--- src/rtl/mario_anim_pkg.sv ---
// Shared types and constants for Mario sprite sequencing.
package mario_anim_pkg;

    typedef enum logic [2:0] {
        IDLE  = 3'd0,
        WALK1 = 3'd1,
        WALK2 = 3'd2,
        WALK3 = 3'd3,
        JUMP  = 3'd4
    } pose_t;

    localparam int unsigned SPRITE_W_C    = 21;
    localparam int unsigned SPRITE_H_C    = 21;
    localparam int unsigned SPRITE_ADDR_W = 9;
    localparam int unsigned COORD_W       = 10;

    // Walk-cycle successor: WALK1 -> WALK2 -> WALK3 -> WALK1.
    function automatic logic [2:0] next_walk(input logic [2:0] cur);
        logic [2:0] nxt;
        nxt = 3'(WALK1);
        case (cur)
            3'(WALK1): nxt = 3'(WALK2);
            3'(WALK2): nxt = 3'(WALK3);
            default:   nxt = 3'(WALK1);
        endcase
        return nxt;
    endfunction

endpackage

--- src/rtl/sprite_addr_gen.sv ---
// Registered draw-position to sprite-ROM address converter with optional column mirroring.
module sprite_addr_gen
    import mario_anim_pkg::*;
#(
    parameter int unsigned OBJ_W     = SPRITE_W_C,
    parameter int unsigned OBJ_H     = SPRITE_H_C,
    parameter int unsigned MIRROR_EN = 0
) (
    input  logic                     clk,
    input  logic                     rst,
    input  logic [COORD_W-1:0]       obj_x,
    input  logic [COORD_W-1:0]       obj_y,
    input  logic [COORD_W-1:0]       draw_x,
    input  logic [COORD_W-1:0]       draw_y,
    input  logic                     mirror,
    output logic [SPRITE_ADDR_W-1:0] read_address,
    output logic                     obj_on
);

    logic [COORD_W:0]         dx;
    logic [COORD_W:0]         dy;
    logic                     in_x;
    logic                     in_y;
    logic                     in_c;
    logic [SPRITE_ADDR_W-1:0] col_c;
    logic [SPRITE_ADDR_W-1:0] addr_c;

    // Signed 11-bit offsets; the sign bit rejects pixels left of / above the sprite.
    assign dx   = {1'b0, draw_x} - {1'b0, obj_x};
    assign dy   = {1'b0, draw_y} - {1'b0, obj_y};
    assign in_x = !dx[COORD_W] && (dx[COORD_W-1:0] < COORD_W'(OBJ_W));
    assign in_y = !dy[COORD_W] && (dy[COORD_W-1:0] < COORD_W'(OBJ_H));
    assign in_c = in_x && in_y;

    // Column select and row-major address; only meaningful when in_c holds.
    always_comb begin
        col_c  = dx[SPRITE_ADDR_W-1:0];
        addr_c = '0;
        if ((MIRROR_EN != 0) && mirror) begin
            col_c = SPRITE_ADDR_W'(OBJ_W - 1) - dx[SPRITE_ADDR_W-1:0];
        end
        if (in_c) begin
            addr_c = dy[SPRITE_ADDR_W-1:0] * SPRITE_ADDR_W'(OBJ_W) + col_c;
        end
    end

    // One-cycle registered address and on-sprite flag.
    always_ff @(posedge clk) begin
        if (rst) begin
            read_address <= '0;
            obj_on       <= 1'b0;
        end else begin
            read_address <= addr_c;
            obj_on       <= in_c;
        end
    end

endmodule

--- src/rtl/mario_anim_ctrl.sv ---
// Mario pose/facing sequencer driven by the frame tick, plus sprite address stage.
module mario_anim_ctrl
    import mario_anim_pkg::*;
#(
    parameter int unsigned SPRITE_W        = SPRITE_W_C,
    parameter int unsigned SPRITE_H        = SPRITE_H_C,
    parameter int unsigned FRAMES_PER_STEP = 6,
    parameter int unsigned MIRROR_LEFT     = 0
) (
    input  logic        Clk,
    input  logic        Reset,
    input  logic        frame_clk,
    input  logic        move_left,
    input  logic        move_right,
    input  logic        on_ground,
    input  logic [9:0]  mario_x,
    input  logic [9:0]  mario_y,
    input  logic [9:0]  draw_x,
    input  logic [9:0]  draw_y,
    output logic [2:0]  pose,
    output logic        facing_left,
    output logic [8:0]  read_address,
    output logic        mario_on
);

    localparam int unsigned CNT_W = (FRAMES_PER_STEP > 1) ? $clog2(FRAMES_PER_STEP) : 1;
    localparam logic [CNT_W-1:0] CNT_LAST = CNT_W'(FRAMES_PER_STEP - 1);

    localparam logic [2:0] S_IDLE  = 3'(IDLE);
    localparam logic [2:0] S_WALK1 = 3'(WALK1);
    localparam logic [2:0] S_JUMP  = 3'(JUMP);

    logic             frame_clk_d;
    logic             tick_c;
    logic [CNT_W-1:0] step_cnt;
    logic [CNT_W-1:0] step_cnt_nxt;
    logic [2:0]       pose_nxt;
    logic             facing_nxt;
    logic             one_key_c;

    assign tick_c    = frame_clk & ~frame_clk_d;
    assign one_key_c = move_left ^ move_right;

    // State registers: frame_clk history, pose, step counter, facing.
    always_ff @(posedge Clk) begin
        if (Reset) begin
            frame_clk_d <= 1'b0;
            pose        <= S_IDLE;
            step_cnt    <= '0;
            facing_left <= 1'b0;
        end else begin
            frame_clk_d <= frame_clk;
            pose        <= pose_nxt;
            step_cnt    <= step_cnt_nxt;
            facing_left <= facing_nxt;
        end
    end

    // Next pose, counter and facing; everything holds between frame ticks.
    always_comb begin
        pose_nxt     = pose;
        step_cnt_nxt = step_cnt;
        facing_nxt   = facing_left;
        if (tick_c) begin
            if (!on_ground) begin
                pose_nxt     = S_JUMP;
                step_cnt_nxt = '0;
            end else if (one_key_c) begin
                if ((pose == S_IDLE) || (pose == S_JUMP)) begin
                    pose_nxt     = S_WALK1;
                    step_cnt_nxt = '0;
                end else if (step_cnt == CNT_LAST) begin
                    pose_nxt     = next_walk(pose);
                    step_cnt_nxt = '0;
                end else begin
                    step_cnt_nxt = step_cnt + CNT_W'(1);
                end
            end else begin
                pose_nxt     = S_IDLE;
                step_cnt_nxt = '0;
            end
            if (move_right && !move_left) begin
                facing_nxt = 1'b0;
            end else if (move_left && !move_right) begin
                facing_nxt = 1'b1;
            end
        end
    end

    // Pixel address stage sees the facing value registered before this edge.
    sprite_addr_gen #(
        .OBJ_W     (SPRITE_W),
        .OBJ_H     (SPRITE_H),
        .MIRROR_EN (MIRROR_LEFT)
    ) u_addr (
        .clk          (Clk),
        .rst          (Reset),
        .obj_x        (mario_x),
        .obj_y        (mario_y),
        .draw_x       (draw_x),
        .draw_y       (draw_y),
        .mirror       (facing_left),
        .read_address (read_address),
        .obj_on       (mario_on)
    );

endmodule

--- config.mk ---
export PLATFORM = sky130hd
export DESIGN_NAME = mario_anim_ctrl
export DESIGN_NICKNAME = d
export VERILOG_FILES = /design/src/rtl/mario_anim_pkg.sv /design/src/rtl/sprite_addr_gen.sv /design/src/rtl/mario_anim_ctrl.sv
export SDC_FILE = /design/constraint.sdc
export NUM_CORES = 1
export LEC_CHECK = 0
export CAP_MARGIN = 10
export CORE_AREA = 2 2 97 52
export DETAILED_ROUTE_END_ITERATION = 8
export DIE_AREA = 0 0 99 54
export PLACE_DENSITY = 0.87
export SETUP_SLACK_MARGIN = 0.1
export SYNTH_ARGS = -nofsm -noshare
export SYNTH_HDL_FRONTEND = slang
export SYNTH_SLANG_ARGS = --single-unit
--- constraint.sdc ---
create_clock -name Clk -period 13.1 [get_ports Clk]
set_clock_uncertainty 0.1 [all_clocks]
set_input_delay 2.62 -clock Clk [delete_from_list [all_inputs] [get_ports Clk]]
set_output_delay 2.62 -clock Clk [all_outputs]
set_load 0.1 [all_outputs]
==> reports/results.tsv, run 1 <==
metric	value	unit
DP Wirelength	4.56	mm
vias in the first global route	2036	
max-cap viol count	0	
die area	0.00535	mm²
wire length of the first global-routing pass	8.87	mm
placer's final routability congestion estimate	0.861	
Arr. time, crit path	7750	ps
total grt overflow	0	
worst skew pair latency	250	ps
CTS tree	built	
ranking of synthesized cells by area	ha_1 (23%), dfxtp_1 (15%), inv_1 (9.2%)	
Synth warnings	0	
crit end category	flop	
asr flop ratio synth	0	%
ys flop type	dfxtp_1	
Yosys reg bits	18	
Fin Setup TNS	0	ps
area leader, netlist	ha_1	
io pins	60	
root buffer cell	clkbuf_8	
Post-synth top cells	inv_1 (59), ha_1 (44), nor2_1 (24)	
Post-Synthesis Cell Area	0.00241	mm²
Int Pwr	0.247	mW
top-area cell type share of the netlist area	22.8	%
Net Count, Synth	380	
critical path class	in2reg	
Final min period	7680	ps
Vias/cell	5.31	
initial DRC count	81	
Logic pwr share	77.8	%
fmax	130	MHz
placed inst area	0.00308	mm²
die height	54	µm
Post-CTS Setup Inserts	0	
Cell variety after synth	48	
I/O Buffers	59	
via count	2129	
design area	0.00313	mm²
Slowest cell on crit path	fa_1	
Nets	443	
Required @ worst endpoint	13160	ps
Hold-fix buffers, CTS	0	
sequential area share after synthesis	14.9	%
First-pass DRT Iterations	4	
Final Max Slew Viols	0	
GRT Resource Usage Total	20.8	%
largest net degree at the start of global routing	11	
hold_ws	422	ps
Net Sw Power	0.208	mW
top-count cell post-synth	inv_1	
fin crit share	58.6	%
P_leak	1.46	nW
Hold Path Class	reg2reg	
CTS Sinks	18	
DRC	0	
Max clock buf depth	2	
core area	0.00462	mm²
drt wl/cell	13.6	µm
CTS buffer count	3	
Layout area overhead	29.7	%
H-Tree Depth	1	
post-CTS resize count	0	
Flop pwr share	12.4	%
syn avg cell area	8.66	µm²
Post-Synthesis Cells	279	
Fin. Hold Viols	0	
Power Total	0.455	mW
crit start category	primary input	
CP max FO	4	
Rows	18	
sw frac	45.6	%
ANT cells	0	
CP Cell Sequence	clkdlybuf4s50_1, inv_1, ha_1, nor2b_1, o31a_1, o31ai_1, a21boi_1, ha_1, inv_1, fa_1, fa_1, inv_1, ha_1, o21ai_0, o21bai_1, a21oi_1, xnor3_1, xnor2_1, xnor3_1, nor4_2	
slew margin rel.	34.3	%
initial antenna violation count	0	
die outline width	99	µm
RSZ-0062 raised after global routing	no	
clock transition at the registers of the reported paths	60	ps
Antenna Nets Post-Route	0	
CP peak stage delay	560	ps
Routed Wire Length	5.46	mm
Post-synth EDFFs	0	
PwrDens	145	mW/mm²
status	finished clean	
Slew @ Worst Pin	983	ps
VDD IR-drop max	0.0812	mV
layout cell share with drive strength beyond 1	4.99	%
Initial Util	52.3	%
Clk pwr share	9.8	%
Final setup viols	0	
worst max-delay path, delay by kind of cell:
family | cells | cell delay [ps]
AOI/OAI and AO/OA | 6 | 1460
xor gates and xnor gates | 3 | 810
adders and majority gates | 5 | 1910
buffers and inverters | 4 | 670
and+or+nand+nor | 2 | 270
final timing paths:
path | from | end | slack [ps] | depth (start not counted)
worst max-delay path | mario_y[1] | u_addr.read_address[8]$_SDFF_PP0_ | 5420 | 20
worst min register to register | step_cnt[2]$_SDFFE_PP0P_ | step_cnt[2]$_SDFFE_PP0P_ | 420 | 2
worst min-delay path | step_cnt[2]$_SDFFE_PP0P_ | step_cnt[2]$_SDFFE_PP0P_ | 420 | 2
worst max register to register | pose[0]$_SDFFE_PP0P_ | pose[1]$_SDFFE_PP0P_ | 11370 | 6
power groups by stage:
stage	clock network, mW	logic, mW	registers (mW)
2_1_floorplan	0	0.263	0.0621
3_3_place_gp	0	0.320	0.0575
3_5_place_dp	0	0.336	0.0576
4_1_cts	0.0456	0.352	0.0564
5_1_grt	0.0483	0.391	0.0564
6_report	0.0444	0.354	0.0564
kinds of logic (layout without fill, tap and decap cells):
family	count (synthesis)	count (layout)	synth area share [%]
buffers and inverters	60	122	9.33
and+or+nand+nor	55	55	12.1
AOI/OAI and AO/OA	72	72	22.9
adders and majority gates	55	55	31.9
DFF	18	18	14.9
xor gates and xnor gates	18	18	8.45
muxes	1	1	0.415
through the flow:
stage	cells	setup slack, ps	utilization, %
after detailed placement	397	5410	66.6
after CTS	401	5450	67.8
after global routing	401	5120	67.8
final	401	5420	67.8
after global placement	397	5530	66.6
after floorplan	279	6250	-
cell usage in the layout, fill, tap and decap left out, types with 2 or more instances in the layout:
cell type        synthesis  routed
nor3_1                   5       5
o31a_1                   5       5
inv_1                   59      59
clkbuf_8                 0       4
nor2_1                  24      24
fa_1                    11      11
nor2b_1                  4       4
a21o_1                   4       4
xor2_1                   4       4
nor4_1                   8       8
ha_1                    44      44
xnor2_1                 11      11
o21a_1                  11      11
a21boi_1                 2       2
a31oi_1                  3       3
clkdlybuf4s50_1          0      59
a21oi_1                 15      15
o21ai_0                 11      11
dfxtp_1                 18      18
o31ai_1                  2       2
xnor3_1                  2       2
a211oi_1                 4       4
nor3b_1                  2       2
nand2b_1                 3       3
o21bai_1                 2       2
flip-flops by register name (all words and copies together), names as in the netlist:
register             count
step_cnt                 3
pose                     3
u_addr.read_address      9
frame_clk_d              1
u_addr.obj_on            1
facing_left              1
final cells by class:
class                   count  area [µm²]
inverters                  59         221
well taps                  60        75.1
fillers                   366        1490
clock buffers               4        55.1
flip-flops and latches     18         360
repair buffers             59         591
multi-input cells         201        1830
per-layer routing:
metal / vias to the layer above / track usage [%] / wire length, µm
li1: 1090 / - / -
met1: 966 / 28.1 / 2710
met2: 65 / 36.3 / 2420
met3: 8 / 3.64 / 268
met4: 0 / 3.42 / 61
met5: - / 0 / 0
No activity file was read; power rests on OpenSTA's default activity.
==> inputs of run 2 (changes only) <==
Settings changed: CORE_AREA 2 2 97 52 to 2 2 106 57, DIE_AREA 0 0 99 54 to 0 0 108 59, PLACE_DENSITY 0.87 to 0.76.
Clock period 13.1 ns to 6.4 ns, I/O delays scaled along.
==> run 2 against run 1 <==
Sequential power increased by 100%. Final area increased by 1.0%. Worst setup slack got worse by 5000 ps. Routed wire length decreased by 5.3%. Global-route usage is 4.3 points lower. Critical path type unchanged. Largest power group unchanged. Highest routed layer is now met3.
==> reports/results.tsv, run 2 (same netlist as run 1, synthesis figures left out) <==
metric	value	unit	change
status	finished clean		
Layout area overhead	31.0	%	
max-cap viol count	0		unchanged
DP Wirelength	4.44	mm	-2.7%
Top reg by flops	u_addr.read_address		
Fin. Hold Viols	0		unchanged
io pins	60		unchanged
Required @ worst endpoint	6460	ps	-6700 ps
Final setup viols	0		unchanged
Final Max Slew Viols	0		unchanged
P_leak	1.47	nW	+0.75%
drt wl/cell	12.5	µm	-8.3%
via count	2093		-1.7%
H-Tree Depth	1		unchanged
CTS Sinks	18		unchanged
Vias/cell	5.06		-4.8%
Nets	443		unchanged
PwrDens	281	mW/mm²	+93%
Fin Setup TNS	0	ps	unchanged
placer's final routability congestion estimate	0.858		-0.33%
critical path class	in2reg		
First-pass DRT Iterations	4		unchanged
CTS tree	built		
Routed Wire Length	5.17	mm	-5.3%
CTS buffer count	3		unchanged
Arr. time, crit path	6080	ps	-1670 ps
largest net degree at the start of global routing	11		unchanged
RSZ-0062 raised after global routing	no		
Initial Util	45.1	%	-7.2 points
CP max FO	4		unchanged
Hold-fix buffers, CTS	0		unchanged
initial DRC count	72		-11%
slew margin rel.	33.0	%	-1.3 points
GRT Resource Usage Total	16.5	%	-4.3 points
initial antenna violation count	0		unchanged
vias in the first global route	2004		-1.6%
crit end category	flop		
largest registers	u_addr.read_address: 9 flops, pose: 3 flops, step_cnt: 3 flops		
max reg flops	9		unchanged
fin crit share	94.1	%	
total grt overflow	0		unchanged
Power Total	0.888	mW	+95%
most frequent cells in the layout	inv_1 (59), clkdlybuf4s50_1 (59), ha_1 (44), nor2_1 (24), dfxtp_1 (18)		
crit start category	primary input		
Slew @ Worst Pin	1000	ps	+19.5 ps
Final min period	6020	ps	
I/O Buffers	59		unchanged
clock transition at the registers of the reported paths	70	ps	about the same
die outline width	108	µm	+9.1%
fmax	166	MHz	
Max clock buf depth	2		unchanged
worst skew pair latency	250	ps	about the same
wire length of the first global-routing pass	8.57	mm	-3.3%
DRC	0		unchanged
VDD IR-drop max	0.176	mV	+120%
die height	59	µm	+9.3%
Antenna Nets Post-Route	0		unchanged
die area	0.00637	mm²	+19%
ANT cells	0		unchanged
Hold Path Class	reg2reg		
core area	0.00535	mm²	+16%
Rows	19		+1
layout cell share with drive strength beyond 1	5.57	%	+0.59 points
root buffer cell	clkbuf_8		
-- run 2: cell types whose count changed in the layout (fill, tap and decap cells not counted) --
cell / previous run / this run
a21boi_1: 2 / 1
a21boi_4: 0 / 1
nor3b_1: 2 / 1
nor3b_2: 0 / 1
-- run 2: worst max-delay path, cell delays in order --
cell	delay, ps
clkdlybuf4s50_1	510
inv_1	60
ha_1	280
nor2b_1	140
o31a_1	280
o31ai_1	300
a21boi_4	300
ha_1	260
inv_1	70
fa_1	430
fa_1	540
inv_1	40
ha_1	340
o21ai_0	180
o21bai_1	90
a21oi_1	170
xnor3_1	240
xnor2_1	180
xnor3_1	240
nor4_2	140
-- run 2: final cells by class --
cell class / count / area, µm²
clock buffers: 4 / 55.1
fillers: 478 / 2180
inverters: 59 / 221
multi-input cells: 201 / 1850
flip-flops and latches: 18 / 360
well taps: 73 / 91.3
repair buffers: 59 / 591
-- run 2: final timing paths --
| check | startpoint | to | slack [ps] | cells past startpoint |
|---|---|---|---|---|
| hold / removal | step_cnt[2]$_SDFFE_PP0P_ | step_cnt[2]$_SDFFE_PP0P_ | 410 | 2 |
| setup reg to reg | pose[0]$_SDFFE_PP0P_ | pose[1]$_SDFFE_PP0P_ | 4740 | 6 |
| hold reg to reg | step_cnt[2]$_SDFFE_PP0P_ | step_cnt[2]$_SDFFE_PP0P_ | 410 | 2 |
| setup / recovery | mario_y[1] | u_addr.read_address[8]$_SDFF_PP0_ | 380 | 20 |
-- run 2: report_power, final --
part / switching [mW] / internal, mW
Clock: 0.0368 / 0.0546
Sequential: 0.00152 / 0.114
Combinational: 0.347 / 0.334
-- run 2: through the flow --
step	setup WS [ps]	std cells	hold WS [ps]	util, %	instance area [µm²]
finish	378	414	408	59.2	3160
global route	92.4	414	436	59.2	3160
CTS	236	414	411	58.9	3150
detailed placement	5.40	410	400	57.8	3090
global placement	174	410	367	57.8	3090
floorplan	887	279	358	-	2410
-- run 2: what timing repair did --
action                                  in CTS  in global routing
endpoints found under the hold margin        0                  0
endpoints found under the setup margin       0                  1
gates resized for setup                      0                  3
buffers inserted                             0                  0
-- run 2: routing by layer --
layer / up-vias / part of all wire, % / global-route usage, %
li1: 1083 / - / -
met1: 974 / 49 / 22.0
met2: 36 / 48 / 30.8
met3: 0 / 3.4 / 2.20
met4: 0 / 0 / 0.549
met5: - / 0 / 0
==> variant 1 (flow settings as in run 2) <==
Change the parameter `FRAMES_PER_STEP` from 6 to 5.
--- a/src/rtl/mario_anim_ctrl.sv
+++ b/src/rtl/mario_anim_ctrl.sv
@@ -4,7 +4,7 @@
 #(
     parameter int unsigned SPRITE_W        = SPRITE_W_C,
     parameter int unsigned SPRITE_H        = SPRITE_H_C,
-    parameter int unsigned FRAMES_PER_STEP = 6,
+    parameter int unsigned FRAMES_PER_STEP = 5,
     parameter int unsigned MIRROR_LEFT     = 0
 ) (
     input  logic        Clk,
Behaviour: same outputs for any inputs over 10 cycles, from zero or initial values and one cycle with Reset high; that may be too few to reach the edited logic, so the function may still have changed.
==> variant 1 against run 2 <==
- total power shrank 0.68%
- global-route usage shrank 0.31 points
- clock power down 1%
- design area about the same
- worst setup slack better by 0.21 ns
- hold slack got worse by 0.030 ns
- area after synthesis is 1.2% higher
- sequential cell count unchanged
- via count shrank 0.38%
- wire length down 5.3%
- maximum frequency up 3.7%
- critical path type unchanged
- highest routed layer is now met4
==> variant 1: results (changes against run 2) <==
[setup_path]
max_stage_delay_ns=0.52  ; -0.02 ns
cp.arrival_ns=5.87  ; -0.21 ns
cp_max_fo=10  ; +6
critPathTopFamily=adder cells
cp_slowest_cell=fa_1

[synthesis]
yosys.area.top_type=ha_1
yosys-top-cells-count=56 x inv_1, 46 x ha_1, 25 x nor2_1
synth_area_leaders=ha_1 24%, dfxtp_1 15%, fa_1 9.0%
synth_cell_type_count=41  ; -15%
synthFlopType=dfxtp_1
synth_area_per_cell_um2=8.23  ; -4.9%
synth_seq_area_share_pct=14.7  ; -0.18 points
yosysWarnings=0  ; unchanged
async_flop_share_pct=0  ; unchanged
syn_nets=400  ; +5.3%

[worst_hold_path]
hp-class=reg2reg

[placed_design]
dpl.hpwl_mm=4.28  ; -3.5%
placed_area_um2=3110  ; +0.44%
gp_congestion=0.858  ; about the same
io_buffers=59  ; unchanged
dp_slack_ns=0.353  ; +0.347 ns

[run_status]
status=completed

[global_route]
grt_pass1_vias=2063  ; +2.9%
antenna_found_initial=0  ; unchanged
grt_pass1_wl_mm=8.54  ; -0.32%
grt_max_degree=11  ; unchanged
grt.total_usage_pct=16.2  ; -0.31 points

[route]
drt_iter0_drc=61  ; -15%
drcViolationCount=0  ; unchanged
avgViaCountPerCell=4.85  ; -4.1%
wl_mm=4.89  ; -5.3%
dr.pass1.iters=4  ; unchanged

[cts]
numCtsBuffers=3  ; unchanged
clk_latency_ns=0.24
postCtsSetupBuffers=0  ; unchanged
clk_pin_slew_ns=0.07  ; about the same
post_cts_resized=0  ; unchanged
cts_buffer_depth=2  ; unchanged
cts_max_level=1  ; unchanged
cts_root_buffer=clkbuf_8

[final_layout]
nets=461  ; +4.1%
finalNonFillerCells=430  ; +3.9%
fillers=483  ; +1.0%
antenna_cells=0  ; unchanged
layout-drive-gt1-share_pct=5.04  ; -0.53 points
reg_top3=u_addr.read_address (9), pose (3), step_cnt (3)

[pwr]
peakVddDrop_mv=0.126  ; -28%
leakage_nw=1.45  ; -1.5%

[sta]
tightest_slew_ns=1.24  ; +0.236 ns

==> variant 1: metal layers <==
layer	global-route usage, %	vias up	part of all wire [%]	wire (um)
li1	-	1116	-	-
met2	28.5	34	46	2270
met1	22.7	931	50	2440
met5	0	-	0	0
met4	2.38	0	0.84	41
met3	1.32	4	2.9	144
==> variant 1: worst paths after layout <==
check	start	endpoint	slack [ns]	cells after the start
min reg2reg	step_cnt[1]$_SDFFE_PP0P_	step_cnt[1]$_SDFFE_PP0P_	0.38	2
max reg2reg	step_cnt[0]$_SDFFE_PP0P_	pose[1]$_SDFFE_PP0P_	4.79	7
min	step_cnt[1]$_SDFFE_PP0P_	step_cnt[1]$_SDFFE_PP0P_	0.38	2
max	draw_x[0]	u_addr.read_address[8]$_SDFF_PP0_	0.59	22
==> variant 1: cell type report <==
type | count | area (um2) | area share (%)
well taps | 73 | 91.3 | 2.89
inverters | 56 | 210 | 6.65
clock buffers | 4 | 55.1 | 1.74
multi-input cells | 220 | 1850 | 58.6
flip-flops and latches | 18 | 360 | 11.4
repair buffers | 59 | 591 | 18.7
==> variant 1: power breakdown <==
part	internal, mW	switching, mW	total (mW)
Sequential	0.114	0.00183	0.116
Clock	0.0545	0.0358	0.0902
Combinational	0.312	0.363	0.675
Total	0.481	0.401	0.882
==> variant 1: cells by family (layout without fill, tap and decap cells) <==
kind of cell | count (synthesis) | after routing | share of synthesized area (%)
XOR/XNOR | 22 | 22 | 7.88
buffers and inverters | 59 | 119 | 9.42
AO/OA/AOI/OAI | 56 | 56 | 14.7
multiplexers | 3 | 3 | 1.23
flip-flops | 18 | 18 | 14.7
AND/OR/NAND/NOR | 82 | 82 | 19.4
adder cells (fa/ha/maj) | 57 | 57 | 32.5
==> variant 2 (settings of run 2) <==
Without the edit above. Make the reset (`Reset` and `rst`) asynchronous in 2 clocked blocks.
--- a/src/rtl/sprite_addr_gen.sv
+++ b/src/rtl/sprite_addr_gen.sv
@@ -45,7 +45,7 @@
     end
 
     // One-cycle registered address and on-sprite flag.
-    always_ff @(posedge clk) begin
+    always_ff @(posedge clk or posedge rst) begin
         if (rst) begin
             read_address <= '0;
             obj_on       <= 1'b0;
--- a/src/rtl/mario_anim_ctrl.sv
+++ b/src/rtl/mario_anim_ctrl.sv
@@ -42,7 +42,7 @@
     assign one_key_c = move_left ^ move_right;
 
     // State registers: frame_clk history, pose, step counter, facing.
-    always_ff @(posedge Clk) begin
+    always_ff @(posedge Clk or posedge Reset) begin
         if (Reset) begin
             frame_clk_d <= 1'b0;
             pose        <= S_IDLE;
Formal check against the unedited RTL: differs if Reset is asserted again (counterexample within 4 cycles, from zero or initial values and one cycle with Reset high); with Reset held inactive, the same outputs for 10 cycles.
==> variant 2 against run 2 <==
- hold slack got worse by 0.025 ns
- total power fell by 1.4%
- area after synthesis fell by 3.7%
- wire length fell by 12%
- sequential cell count did not move
- register-to-register slack improved by 0.02 ns
- critical path depth fell by 1
- worst setup slack improved by 0.48 ns
- design area fell by 3.5%
- global-route usage fell by 1.3 points
- first-iteration DRC count fell by 14%
- synthesized cell count fell by 6.1%
- critical endpoint is now u_addr.read_address[8]$_DFF_PP0_
==> variant 2: results (changes against run 2) <==
[run_status]
status=completed

[placed_design]
io_buffers=59  ; unchanged
placed_cells=393  ; -4.1%
dpl.hpwl_mm=4.00  ; -9.9%
dp_slack_ns=0.584  ; +0.579 ns
gp_congestion=0.847  ; -1.3%

[global_route]
grt.total_usage_pct=15.2  ; -1.3 points
grt_pass1_wl_mm=7.85  ; -8.4%
antenna_found_initial=0  ; unchanged
grt_pass1_vias=1895  ; -5.4%
grt_max_degree=19  ; +8

[synthesis]
async_flop_share_pct=100  ; +100 points
synth_seq_area_share_pct=19.4  ; +4.5 points
synth_area_per_cell_um2=8.87  ; +2.5%
syn_nets=361  ; -5.0%
yosysWarnings=0  ; unchanged
synth_area_leaders=ha_1 23%, dfrtp_1 19%, fa_1 9.5%
synthFlopType=dfrtp_1
yosys-top-cells-count=44 x inv_1, 42 x ha_1, 18 x dfrtp_1
synth_cell_type_count=41  ; -15%

[setup_path]
r2r_cells=5  ; -1
rr_startpoint=pose[0]$_DFFE_PP0P_
regToRegEndpoint=pose[1]$_DFFE_PP0P_
reg2reg_slack_ns=4.76  ; +0.02 ns
critPathLaunch=mario_y[0]
cp.arrival_ns=5.60  ; -0.48 ns
endpoint=u_addr.read_address[8]$_DFF_PP0_
cp_max_fo=3  ; -1

[worst_hold_path]
hold_end=step_cnt[2]$_DFFE_PP0P_
min_path_cells=1  ; -1
hp-class=reg2reg
hold_start=step_cnt[2]$_DFFE_PP0P_

[cts]
clk_latency_ns=0.26
numCtsBuffers=3  ; unchanged
post_cts_resized=0  ; unchanged
cts_buffer_depth=2  ; unchanged
cts_max_level=1  ; unchanged
clk_pin_slew_ns=0.07  ; about the same
postCtsSetupBuffers=0  ; unchanged
cts_root_buffer=clkbuf_8

[route]
drcViolationCount=0  ; unchanged
wl_mm=4.54  ; -12%
wl_per_cell_um=11.4  ; -8.4%
drt_iter0_drc=62  ; -14%
vias=1976  ; -5.6%
dr.pass1.iters=6  ; +2

[final_layout]
reg_top3=u_addr.read_address (9), pose (3), step_cnt (3)
layout-drive-gt1-share_pct=2.16  ; -3.4 points
nets=424  ; -4.3%
antenna_cells=0  ; unchanged

[pwr]
leakage_nw=1.50  ; +1.7%
p_int_uw=489  ; -2.5%
peakVddDrop_mv=0.159  ; -10%

[sta]
tightest_slew_ns=1.01  ; +0.00458 ns
fin_ws_ns=0.855  ; +0.478 ns

[flow_run]
max_cap_viol_count=0  ; unchanged

variant 2: cell families (layout without fill, tap and decap cells):
family	count (synthesis)	count (layout)	synth area share, %
AND/OR/NAND/NOR	55	55	12.3
multiplexers	3	3	1.29
XOR/XNOR	24	24	9.04
AO/OA/AOI/OAI	63	63	18.4
buffers and inverters	46	108	7.59
flip-flops	18	18	19.4
adder cells (fa/ha/maj)	53	53	32.1
variant 2: per-stage QoR:
stage	cell area [um2]	hold slack, ns
final	3050	0.383
after global routing	3050	0.421
after CTS	3050	0.389
after detailed placement	3000	0.381
after global placement	3000	0.360
after floorplan	2320	0.347
variant 2: routing by layer:
layer	vias up	wire, um	track usage (%)
li1	1021	-	-
met3	4	178	1.32
met5	-	0	0
met2	38	2090	28.3
met4	0	34	3.30
met1	913	2230	19.7
variant 2: layout make-up:
class,instances,area [um2]
sequential,18,450
timing repair buffer,59,591
multi-input combinational,198,1700
clock buffer,4,55.1
inverter,45,169
fill,500,2290
tap,73,91.3
variant 2: worst max-delay path: stages:
cell and delay, ns:
clkdlybuf4s50_1 0.46, ha_1 0.16, inv_1 0.05, fa_1 0.39
a211oi_1 0.31, o21ai_0 0.13, o21ai_0 0.17, xnor2_1 0.24
ha_1 0.32, fa_1 0.49, inv_1 0.06, fa_1 0.53
inv_1 0.04, ha_1 0.32, nand2_1 0.05, o21ai_0 0.20
xnor2_1 0.16, xnor2_1 0.09, and2_1 0.15
variant 2: power groups by stage:
stage | clock network, mW | registers, mW | logic, mW
detailed placement | 0 | 0.127 | 0.656
global route | 0.0996 | 0.126 | 0.740
floorplan | 0 | 0.157 | 0.495
global placement | 0 | 0.127 | 0.629
CTS | 0.0937 | 0.125 | 0.661
finish | 0.0910 | 0.125 | 0.659
